<file path="config.mk">
export PLATFORM = sky130hd
export DESIGN_NAME = bit_serial_addsub
export DESIGN_NICKNAME = d
export VERILOG_FILES = /design/src/rtl/bit_serial_addsub.sv
export SDC_FILE = /design/constraint.sdc
export NUM_CORES = 1
export LEC_CHECK = 0
export CORE_MARGIN = 2
export CORE_UTILIZATION = 45
export DETAILED_ROUTE_END_ITERATION = 12
export GPL_TIMING_DRIVEN = 0
export PLACE_DENSITY_LB_ADDON = 0.2
export SLEW_MARGIN = 20
export SYNTH_ARGS = -nofsm -noshare
export SYNTH_HDL_FRONTEND = slang
export SYNTH_SLANG_ARGS = --single-unit
</file>
<file path="constraint.sdc">
create_clock -name clk -period 3.7 [get_ports clk]
set_clock_uncertainty 0.2 [all_clocks]
set_input_delay 0.37 -clock clk [delete_from_list [all_inputs] [get_ports clk]]
set_output_delay 0.37 -clock clk [all_outputs]
set_load 0.1 [all_outputs]
</file>
<file path="src/rtl/bit_serial_addsub.sv">
// Bit-serial WIDTH-bit adder/subtractor: a single full-adder cell walks the
// operands LSB first, one bit per clock, with the carry held in a register.
module bit_serial_addsub #(
    parameter int WIDTH = 32
) (
    input  logic             clk,
    input  logic             rst,
    input  logic             start,
    input  logic             sub,
    input  logic [WIDTH-1:0] a,
    input  logic [WIDTH-1:0] b,
    output logic             busy,
    output logic             done,
    output logic [WIDTH-1:0] result,
    output logic             co,
    output logic             ovf,
    output logic             zero
);

    localparam int CNT_W = (WIDTH > 2) ? $clog2(WIDTH) : 1;
    localparam logic [CNT_W-1:0] LAST_BIT = CNT_W'(WIDTH - 1);

    typedef enum logic [1:0] {
        IDLE = 2'd0,
        RUN  = 2'd1,
        FIN  = 2'd2
    } state_t;

    state_t             state_reg, state_next;
    logic [WIDTH-1:0]   a_sh_reg, a_sh_next;
    logic [WIDTH-1:0]   b_sh_reg, b_sh_next;
    logic [WIDTH-1:0]   sum_reg, sum_next;
    logic               carry_reg, carry_next;
    logic [CNT_W-1:0]   cnt_reg, cnt_next;
    logic [WIDTH-1:0]   result_reg, result_next;
    logic               co_reg, co_next;
    logic               ovf_reg, ovf_next;
    logic               zero_reg, zero_next;
    logic               done_reg, done_next;

    // Subtraction is A + ~B + 1: invert B here, the +1 enters as the initial carry.
    logic [WIDTH-1:0]   b_eff;
    genvar gi;
    generate
        for (gi = 0; gi < WIDTH; gi++) begin : g_b_inv
            assign b_eff[gi] = b[gi] ^ sub;
        end
    endgenerate

    logic fa_s;
    logic fa_c;
    assign fa_s = a_sh_reg[0] ^ b_sh_reg[0] ^ carry_reg;
    assign fa_c = (a_sh_reg[0] & b_sh_reg[0]) |
                  (a_sh_reg[0] & carry_reg)   |
                  (b_sh_reg[0] & carry_reg);

    always_comb begin
        state_next  = state_reg;
        a_sh_next   = a_sh_reg;
        b_sh_next   = b_sh_reg;
        sum_next    = sum_reg;
        carry_next  = carry_reg;
        cnt_next    = cnt_reg;
        result_next = result_reg;
        co_next     = co_reg;
        ovf_next    = ovf_reg;
        zero_next   = zero_reg;
        done_next   = 1'b0;

        case (state_reg)
            IDLE: begin
                if (start) begin
                    a_sh_next  = a;
                    b_sh_next  = b_eff;
                    carry_next = sub;
                    cnt_next   = '0;
                    sum_next   = '0;
                    state_next = RUN;
                end
            end
            RUN: begin
                carry_next = fa_c;
                sum_next   = {fa_s, sum_reg[WIDTH-1:1]};
                a_sh_next  = a_sh_reg >> 1;
                b_sh_next  = b_sh_reg >> 1;
                cnt_next   = cnt_reg + 1'b1;
                if (cnt_reg == LAST_BIT) begin
                    // Sign bits are in the LSB positions during the MSB cycle.
                    ovf_next   = (a_sh_reg[0] == b_sh_reg[0]) && (fa_s != a_sh_reg[0]);
                    cnt_next   = '0;
                    state_next = FIN;
                end
            end
            FIN: begin
                result_next = sum_reg;
                co_next     = carry_reg;
                zero_next   = (sum_reg == '0);
                done_next   = 1'b1;
                state_next  = IDLE;
            end
            default: begin
                state_next = IDLE;
            end
        endcase
    end

    always_ff @(posedge clk) begin
        if (!rst) begin
            state_reg  <= IDLE;
            a_sh_reg   <= '0;
            b_sh_reg   <= '0;
            sum_reg    <= '0;
            carry_reg  <= 1'b0;
            cnt_reg    <= '0;
            result_reg <= '0;
            co_reg     <= 1'b0;
            ovf_reg    <= 1'b0;
            zero_reg   <= 1'b0;
            done_reg   <= 1'b0;
        end else begin
            state_reg  <= state_next;
            a_sh_reg   <= a_sh_next;
            b_sh_reg   <= b_sh_next;
            sum_reg    <= sum_next;
            carry_reg  <= carry_next;
            cnt_reg    <= cnt_next;
            result_reg <= result_next;
            co_reg     <= co_next;
            ovf_reg    <= ovf_next;
            zero_reg   <= zero_next;
            done_reg   <= done_next;
        end
    end

    assign busy   = (state_reg == RUN);
    assign done   = done_reg;
    assign result = result_reg;
    assign co     = co_reg;
    assign ovf    = ovf_reg;
    assign zero   = zero_reg;

endmodule

</file>
==> results of run 1 <==
per-stage QoR:
step,setup WS [ns],area (um2),power (uW),hold WS [ns],util (%)
floorplan,1.95,6070,1920,0.252,-
global placement,0.961,7300,2060,0.244,55.4
detailed placement,0.933,7300,2080,0.249,55.4
CTS,0.487,7870,3680,0.132,59.6
global route,0.408,7870,3790,0.166,59.6
finish,0.494,7870,3650,0.152,59.6
power groups by stage:
stage | clock network (uW) | logic (uW) | registers, uW
detailed placement | 0 | 429 | 1650
finish | 1600 | 432 | 1620
CTS | 1630 | 433 | 1620
global route | 1690 | 474 | 1630
global placement | 0 | 418 | 1640
floorplan | 0 | 287 | 1640
cell usage after synthesis, types with 2 or more instances:
| cell type | count | area (um2) |
|---|---|---|
| a222oi_1 | 20 | 200 |
| a211oi_1 | 11 | 82.6 |
| xor2_1 | 22 | 193 |
| and3_1 | 2 | 12.5 |
| nand4_1 | 2 | 12.5 |
| o221a_1 | 29 | 327 |
| a22oi_1 | 36 | 270 |
| a21oi_1 | 33 | 165 |
| o21ai_0 | 13 | 65.1 |
| nand3_1 | 2 | 10.0 |
| nand2_1 | 69 | 259 |
| nand3b_1 | 2 | 15.0 |
| dfxtp_1 | 140 | 2800 |
| buf_4 | 6 | 45.0 |
| nor2b_1 | 87 | 544 |
| buf_6 | 2 | 22.5 |
| nor4_1 | 8 | 50.1 |
| or3_1 | 4 | 25.0 |
| a21boi_0 | 3 | 22.5 |
| xnor2_1 | 11 | 96.3 |
| buf_2 | 28 | 140 |
| ha_1 | 3 | 37.5 |
| nor2_1 | 44 | 165 |
| o221a_2 | 3 | 33.8 |
| clkbuf_1 | 27 | 101 |
| inv_1 | 5 | 18.8 |
| a21boi_1 | 32 | 240 |
worst min-delay path: cells and delay by family:
| kind | cells | cell delay [ns] |
|---|---|---|
| buf+inv | 1 | 0.17 |
| compound gates | 2 | 0.17 |
per-layer routing:
layer  track usage, %  up-vias  wire [um]
li1                 -     2558          -
met1             26.4     2404       6610
met2             33.2      112       6750
met3             4.39       21        628
met4             8.82        0        259
met5                0        -          0
kinds of logic (layout without fill, tap and decap cells):
kind of cell | after synthesis | in the layout | synth area share (%)
flip-flops | 140 | 140 | 46.1
adder cells (fa/ha/maj) | 4 | 4 | 0.948
AO/OA/AOI/OAI | 185 | 185 | 24.0
buffers and inverters | 69 | 201 | 5.46
AND/OR/NAND/NOR | 224 | 224 | 18.7
XOR/XNOR | 33 | 33 | 4.76
cell type report:
type,instances,area [um2],share of cell area [%]
plain buffers,63,309,3.93
clock buffers,23,498,6.33
clock inverters,8,65.1,0.827
inverters,6,22.5,0.286
multi-input cells,446,2940,37.4
flip-flops and latches,140,2800,35.6
well taps,176,220,2.80
repair buffers,101,1010,12.8
worst max-delay path by stage:
stage,startpoint,end,slack (ns),cells past startpoint
finish,state_reg[0]$_SDFFE_PN0P_,busy,0.49,5
global placement,state_reg[0]$_SDFFE_PN0P_,busy,0.96,5
detailed placement,state_reg[0]$_SDFFE_PN0P_,busy,0.93,5
global route,state_reg[0]$_SDFFE_PN0P_,busy,0.41,5
CTS,state_reg[0]$_SDFFE_PN0P_,busy,0.49,5
floorplan,a_sh_reg[0]$_SDFFE_PN0P_,ovf$_SDFFE_PN0P_,1.95,5
==> out/metrics.csv, run 1 <==
metric,value,unit
status,"complete, no violations",
Power Density,464,mW/mm2
number of global-route vias before repair,5041,
GR Util All Layers,20.5,%
delay of the slowest critical-path stage,1.17,ns
CTS tree,yes,
critical path arrival,2.64,ns
Startpoint Class,register,
syn_nets,727,
WL final,14200,um
Area Growth Syn to Fin,29.5,%
largest net degree at the start of global routing,17,
capture point of the worst reg-to-reg path,ovf$_SDFFE_PN0P_,
Tmin final,3.21,ns
Die Width,120,um
initial antenna violation count,0,
"Seq/Total Area, Yosys",46.1,%
"Distinct cells, synth",38,
Root Buffer Master,clkbuf_16,
Hold Path Origin,rst,
IO Port Bufs,101,
share of cells above drive strength 1,9.40,%
fmax,0.312,GHz
Main synth FF type,dfxtp_1,
"Hold Violations, Final",0,
crit-path max FO,10,
post-synthesis cell count,655,
CP Capture Type,output pin,
"Reg clk slew, reported paths",0.05,ns
Final ANT Viol Nets,0,
CTS H-tree lvls,4,
DR WL/cell,14.8,um
Detailed Routing Iterations Pass 1,6,
#FFs+latches synth,140,
crit-path cells,buf_4 -> nand2b_2 -> inv_2 -> buf_2 -> clkdlybuf4s50_1,
fillers,1159,
Non-Filler Instances,963,
FP Rows,42,
global-route wire length before repair,23700,um
critical path's top delay family,buffers and inverters,
critical path type,register to output pin,
Worst slew margin,34.4,%
synthesized area,0.00607,mm2
Total Nets Final,847,
# resized after CTS,0,
P_int,2800,uW
max-slew violations,0,
"EDFF count, synth",0,
max cap viols,0,
P_leak,0.00285,uW
Worst-Margin Slew,0.981,ns
most frequent cells in the layout,"140 x dfxtp_1, 101 x clkdlybuf4s50_1, 87 x nor2b_1",
Clock Tree Buf Depth,2,
Antenna Diode Count,0,
Post-CTS Setup Repair Bufs,0,
DP Wirelength,10200,um
yosys synthesis warning count,0,
CP max stage cell,clkdlybuf4s50_1,
starting DRC count in detailed routing,414,
Synth Area per Inst,9.27,um2
Ports,105,
hold_buf cts,0,
final setup violating endpoints,0,
sw power,850,uW
Skew-Pair Late Insertion Delay,0.42,ns
register share of total power,44.4,%
DIE HEIGHT,120,um
flop-to-flop setup slack,1.81,ns
total CTS buffers,17,
Placed Instances,932,
Die Footprint,0.0144,mm2
Final GP Congestion,0.794,
Buffers & Inverters on Critical Path,4,
setup TNS,0,ns
worst endpoint required time,3.13,ns
DR vias,5095,
sw frac,23.3,%
Hold Path Class,input port to register,
# clock sinks,140,
unrepaired setup endpoints after global routing,false,
r2r startpoint,a_sh_reg[0]$_SDFFE_PN0P_,
GRT overflow,0,
Comb power frac,11.8,%
core area,0.0132,mm2
WHS Endpoint,b_sh_reg[23]$_SDFFE_PN0P_,
worst-case reg-to-reg path depth,5,
"commonest non-fill, non-tap cell in the layout",dfxtp_1,
async set or reset register ratio after synthesis,0,%
Post-route DRC,0,
Max rail drop VDD,238,uV
clock share of power,43.8,%
Starting Density,46.0,%
hold depth,3,
via-per-instance ratio,5.29,
final period utilization,86.6,%
Note: power is estimated with default switching activity, not from simulation.
==> run 2: changes to the inputs <==
--- a/config.mk
+++ b/config.mk
@@ -5,7 +5,6 @@
 export SDC_FILE = /design/constraint.sdc
 export NUM_CORES = 1
 export LEC_CHECK = 0
-export CORE_MARGIN = 2
 export CORE_UTILIZATION = 45
 export DETAILED_ROUTE_END_ITERATION = 12
 export GPL_TIMING_DRIVEN = 0
==> run 2 against run 1 <==
- global-route usage increased by 0.68 points
- flip-flop and latch count stayed put
- design area is 0.48% higher
- utilization increased by 0.28 points
- worst setup slack gained 0.034 ns
- largest power group is now clock
- non-clock buffer count did not move
- via count rose by 0.14%
- register-to-register slack is essentially flat
- critical path type unchanged
- critical endpoint unchanged
- clock power grew 6%
- combinational power hardly changed
==> out/metrics.csv, run 2 (synthesis results as in run 1) <==
metric,value,unit,change
hold depth,3,,unchanged
setup TNS,0,ns,unchanged
crit-path cells,buf_4 -> nand2b_2 -> inv_2 -> buf_2 -> clkdlybuf4s50_1,,unchanged
global-route wire length before repair,23900,um,"was 23,700 um"
critical path type,register to output pin,,unchanged
CP max stage cell,clkdlybuf4s50_1,,unchanged
Worst slew margin,34.3,%,was 34.4%
GRT met1 Usage,26.9,%,was 26.4%
met2 GRT Util,35.3,%,was 33.2%
DR vias,5102,,"was 5,095"
via-per-instance ratio,5.29,,about the same
number of global-route vias before repair,5169,,"was 5,041"
fmax,0.315,GHz,was 0.312 GHz
# resized after CTS,0,,unchanged
Post-route DRC,0,,unchanged
DIE HEIGHT,118,um,was 120 um
Antenna Diode Count,0,,unchanged
DR WL/cell,14.5,um,was 14.8 um
CP Capture Type,output pin,,unchanged
status,"complete, no violations",,unchanged
Root Buffer Master,clkbuf_16,,unchanged
IO Port Bufs,101,,unchanged
unrepaired setup endpoints after global routing,false,,unchanged
initial antenna violation count,0,,unchanged
Die Width,118,um,was 120 um
hold_buf cts,0,,unchanged
Startpoint Class,register,,unchanged
Power Density,475,mW/mm2,was 464 mW/mm2
M3 GR Usage,4.83,%,was 4.39%
critical path arrival,2.60,ns,was 2.64 ns
GR Util All Layers,21.2,%,was 20.5%
gr busiest metal,met2,,unchanged
total CTS buffers,17,,unchanged
WL final,14000,um,"was 14,200 um"
CTS H-tree lvls,4,,unchanged
Starting Density,46.0,%,unchanged
Max rail drop VDD,318,uV,was 238 uV
Power Total,3750,uW,was 3650 uW
DP Wirelength,10000,um,"was 10,200 um"
Placed Instances,932,,unchanged
most frequent cells in the layout,"140 x dfxtp_1, 101 x clkdlybuf4s50_1, 87 x nor2b_1",,unchanged
Area Growth Syn to Fin,30.2,%,was 29.5%
final setup violating endpoints,0,,unchanged
Skew-Pair Late Insertion Delay,0.41,ns,was 0.42 ns
Non-Filler Instances,964,,was 963
WHS Endpoint,b_sh_reg[20]$_SDFFE_PN0P_,,was b_sh_reg[23]$_SDFFE_PN0P_
crit-path max FO,10,,unchanged
Buffers & Inverters on Critical Path,4,,unchanged
final period utilization,85.7,%,was 86.6%
Final GP Congestion,0.783,,was 0.794
"Hold Violations, Final",0,,unchanged
Tmin final,3.17,ns,was 3.21 ns
# clock sinks,140,,unchanged
Clock Tree Buf Depth,2,,unchanged
flop-to-flop setup slack,1.81,ns,about the same
Post-CTS Setup Repair Bufs,0,,unchanged
largest net degree at the start of global routing,17,,unchanged
core area,0.0132,mm2,unchanged
post-route cell area,0.00791,mm2,was 0.00787 mm2
"commonest non-fill, non-tap cell in the layout",dfxtp_1,,unchanged
capture point of the worst reg-to-reg path,ovf$_SDFFE_PN0P_,,unchanged
critical path's top delay family,buffers and inverters,,unchanged
Detailed Routing Iterations Pass 1,5,,was 6
Total Nets Final,847,,unchanged
Hold Path Class,input port to register,,unchanged
max-slew violations,0,,unchanged
GRT overflow,0,,unchanged
Die Footprint,0.0140,mm2,was 0.0144 mm2
FP Rows,42,,unchanged
post-layout util,59.9,%,was 59.6%
Hold Path Origin,rst,,unchanged
delay of the slowest critical-path stage,1.17,ns,about the same
Placed Area,0.00730,mm2,unchanged
Ports,105,,unchanged
worst-case reg-to-reg path depth,5,,unchanged
CTS tree,yes,,unchanged
P_leak,0.00286,uW,was 0.00285 uW
Worst-Margin Slew,0.982,ns,was 0.981 ns
worst endpoint required time,3.13,ns,about the same
max cap viols,0,,unchanged
share of cells above drive strength 1,9.64,%,was 9.40%
Final ANT Viol Nets,0,,unchanged
"Reg clk slew, reported paths",0.06,ns,was 0.05 ns
r2r startpoint,a_sh_reg[0]$_SDFFE_PN0P_,,unchanged
starting DRC count in detailed routing,307,,was 414
==> run 2: cell count changes in the layout (fill, tap and decap cells not counted) <==
cell        previous run  this run
clkbuf_8               5         2
bufinv_16              1         3
clkinvlp_4             0         3
clkbuf_1              28        27
==> run 2: layout make-up <==
| class | instances | area, um2 |
|---|---|---|
| fillers | 1169 | 5290 |
| multi-input cells | 446 | 2940 |
| flip-flops and latches | 140 | 2800 |
| repair buffers | 101 | 1010 |
| clock buffers | 19 | 453 |
| plain buffers | 63 | 309 |
| well taps | 176 | 220 |
| clock inverters | 13 | 148 |
| inverters | 6 | 22.5 |
==> run 2: routing by layer <==
layer,wire length (um),up-vias
li1,-,2560
met1,6540,2412
met2,6730,113
met3,549,17
met4,181,0
met5,0,-
==> run 2: where the power goes <==
part	leakage, uW	internal, uW	switching, uW	total, uW
combinational	0.00142	219	211	430
sequential	0.00114	1580	39.2	1620
clock	0.000294	1080	620	1700
==> run 2: through the flow <==
step                      hold WS, ns  worst slack (ns)
after floorplan                 0.252              1.95
after global placement          0.245             0.967
after detailed placement        0.245             0.953
after CTS                       0.142             0.503
after global routing            0.200             0.408
final                           0.168             0.528
==> run 2: how the worst max path moves through the flow <==
stage                             endpoint                 startpoint  slack [ns]  cells past startpoint
after floorplan           ovf$_SDFFE_PN0P_   a_sh_reg[0]$_SDFFE_PN0P_        1.95                      5
after global placement                busy  state_reg[0]$_SDFFE_PN0P_        0.97                      5
after detailed placement              busy  state_reg[0]$_SDFFE_PN0P_        0.95                      5
after CTS                             busy  state_reg[0]$_SDFFE_PN0P_        0.50                      5
after global routing                  busy  state_reg[0]$_SDFFE_PN0P_        0.41                      5
final                                 busy  state_reg[0]$_SDFFE_PN0P_        0.53                      5
==> run 2: worst min-delay path: stages <==
cell and delay, ns:
clkbuf_1 0.18, o21ai_0 0.12, a211oi_1 0.06
==> patch: new RTL, settings of run 2 <==
Remove the register `done_reg`: a continuous assignment takes its place, so the output `done` follows one clock earlier.
--- a/src/rtl/bit_serial_addsub.sv
+++ b/src/rtl/bit_serial_addsub.sv
@@ -117,5 +117,4 @@
             ovf_reg    <= 1'b0;
             zero_reg   <= 1'b0;
-            done_reg   <= 1'b0;
         end else begin
             state_reg  <= state_next;
@@ -129,7 +128,8 @@
             ovf_reg    <= ovf_next;
             zero_reg   <= zero_next;
-            done_reg   <= done_next;
         end
     end
+
+    assign done_reg = done_next;
 
     assign busy   = (state_reg == RUN);
Behaviour: no difference found for any inputs over 10 cycles, from zero or initial values and one cycle with rst low; that may be too few to reach the edited logic, so the function may still have changed.
==> patch against run 2 <==
Synthesized area fell by 0.87%. Setup slack got worse by 170 ps. Wire length rose by 1.1%. Sequential share of layout area fell by 0.51 points. Sequential cell count fell by 1. Count of clock-buffer cells in the layout rose by 1. Final area rose by 0.74%. Synthesized cell count fell by 1.7%. Power rose by 7.8%. Largest power group unchanged.
==> patch: results (changes against run 2) <==
- Most frequent cells after synthesis: dfxtp_1 (139), nor2b_1 (95), nand2_1 (68) (was dfxtp_1 (140), nor2b_1 (87), nand2_1 (69))
- NumNets Final: 837 (was 847)
- Peak VDD IR: 0.357 mV (was 0.318 mV)
- Global-route wire length before repair: 23.4 mm (was 23.9 mm)
- Detailed-route via count: 5135 (was 5102)
- Crit path max fanout: 10 (unchanged)
- Max Slew Vio Count: 0 (unchanged)
- Root buffer cell: clkbuf_16 (unchanged)
- Htree depth: 4 (unchanged)
- Iter 0 DRT Violations: 510 (was 307)
- CTS resizes: 0 (unchanged)
- DP Area: 7260 um^2 (was 7300 um^2)
- TritonRoute pass-1 iters: 7 (was 5)
- Sequential area share after synthesis: 46.2% (was 46.1%)
- Status: finished, final reports clean (unchanged)
- Synth cell types: 38 (unchanged)
- Initial antenna violation count: 0 (unchanged)
- GR Util All Layers: 20.7% (was 21.2%)
- Syn nets: 716 (was 727)
- Leak: 2.88 nW (was 2.86 nW)
- ANT cells: 0 (unchanged)
- Post-CTS setup buffers: 0 (unchanged)
- Asr flop ratio synth: 0% (unchanged)
- Dpl hpwl: 9.71 mm (was 10.0 mm)
- Clock Latency Late Sink: approximately 420 ps
- Crit-path slowest cell: clkdlybuf4s50_1 (unchanged)
- Share of cells above drive strength 1: 9.25% (was 9.64%)
- Warnings, synthesis: 0 (unchanged)
- Worst Hold Class: flip-flop to flip-flop (was input pin to flip-flop)
- Worst-path clk slew: 60 ps (about the same)
- Critical Path AT: 2770 ps (was 2600 ps)
- Largest stage delay, worst path: 1170 ps (about the same)
- Routability Congestion: 0.801 (was 0.783)
- Largest net degree at the start of global routing: 17 (unchanged)
- Cell family with most CP delay: buffers and inverters (unchanged)
- CTS Buf Count: 17 (unchanged)
- Vias in the first global route: 4938 (was 5169)
- Slew of the pin with the lowest slew margin: 975 ps (was 982 ps)
- Routed WL: 14.2 mm (was 14.0 mm)
- Clock Path Buffers: 2 (unchanged)
- Port-buffer cells: 102 (was 101)
- Largest cells by area after synthesis: dfxtp_1 (46%), nor2b_1 (9.9%), o221a_1 (6.0%) (was dfxtp_1 (46%), nor2b_1 (9.0%), o221a_1 (5.4%))
-- patch: cell count changes after synthesis, sizes merged, moves of 8 or more --
cell	delta
a211oi	-9
a222oi	+9
o21ai	-9
xnor2	-9
xor2	+9
nor2	-8
nor2b	+8
-- patch: path summary, 6_finish.rpt --
path                                                 from                       to  slack, ps  cells past startpoint
worst max-delay path            state_reg[0]$_SDFFE_PN0P_                     done        360                      6
worst min-delay path              result[15]$_SDFFE_PN0P_  result[15]$_SDFFE_PN0P_        250                      2
worst max register to register   a_sh_reg[0]$_SDFFE_PN0P_         ovf$_SDFFE_PN0P_       1790                      5
worst min register to register    result[15]$_SDFFE_PN0P_  result[15]$_SDFFE_PN0P_        250                      2
-- patch: cell type report --
cell class | count | area, um^2
fill | 1121 | 4860
multi-input combinational | 437 | 2940
sequential | 139 | 2780
timing repair buffer | 102 | 1020
clock buffer | 20 | 467
buffer | 62 | 278
clock inverter | 12 | 240
tap | 172 | 215
inverter | 6 | 22.5
-- patch: metrics by stage --
| step | util, % | std cells | setup WS (ps) | hold slack (ps) | total power (W) |
|---|---|---|---|---|---|
| after floorplan | - | 644 | 1820 | 244 | 0.00190 |
| after global placement | 56.6 | 918 | 821 | 247 | 0.00204 |
| after detailed placement | 56.6 | 918 | 805 | 244 | 0.00205 |
| after CTS | 62.1 | 950 | 342 | 252 | 0.00406 |
| after global routing | 62.1 | 950 | 268 | 269 | 0.00417 |
| final | 62.1 | 950 | 361 | 252 | 0.00404 |
-- patch: logic make-up after synthesis --
group / count (synthesis) / share of synthesized area [%]
buffers and inverters: 68 / 4.99
adders and majority gates: 4 / 0.956
xor gates and xnor gates: 33 / 4.80
DFF: 139 / 46.2
and+or+nand+nor: 224 / 19.2
AOI/OAI and AO/OA: 176 / 23.9
-- patch: report_power, final --
part           switching (W)  internal [W]  total [W]
Sequential         0.0000377       0.00156    0.00160
Combinational       0.000208      0.000215   0.000424
Clock               0.000637       0.00138    0.00202
-- patch: worst register-to-register path, stage by stage, from the launching register on --
cell and delay, ps:
dfxtp_1 410, inv_1 90, fa_1 530, xor2_1 170, or3_1 310, a21boi_1 130
-- patch: layer usage --
layer	up-vias	global-route usage, %	part of all wire, %
li1	2551	-	-
met1	2426	25.8	46
met2	133	33.6	47
met3	25	4.60	4.7
met4	0	9.86	1.7
met5	-	0	0
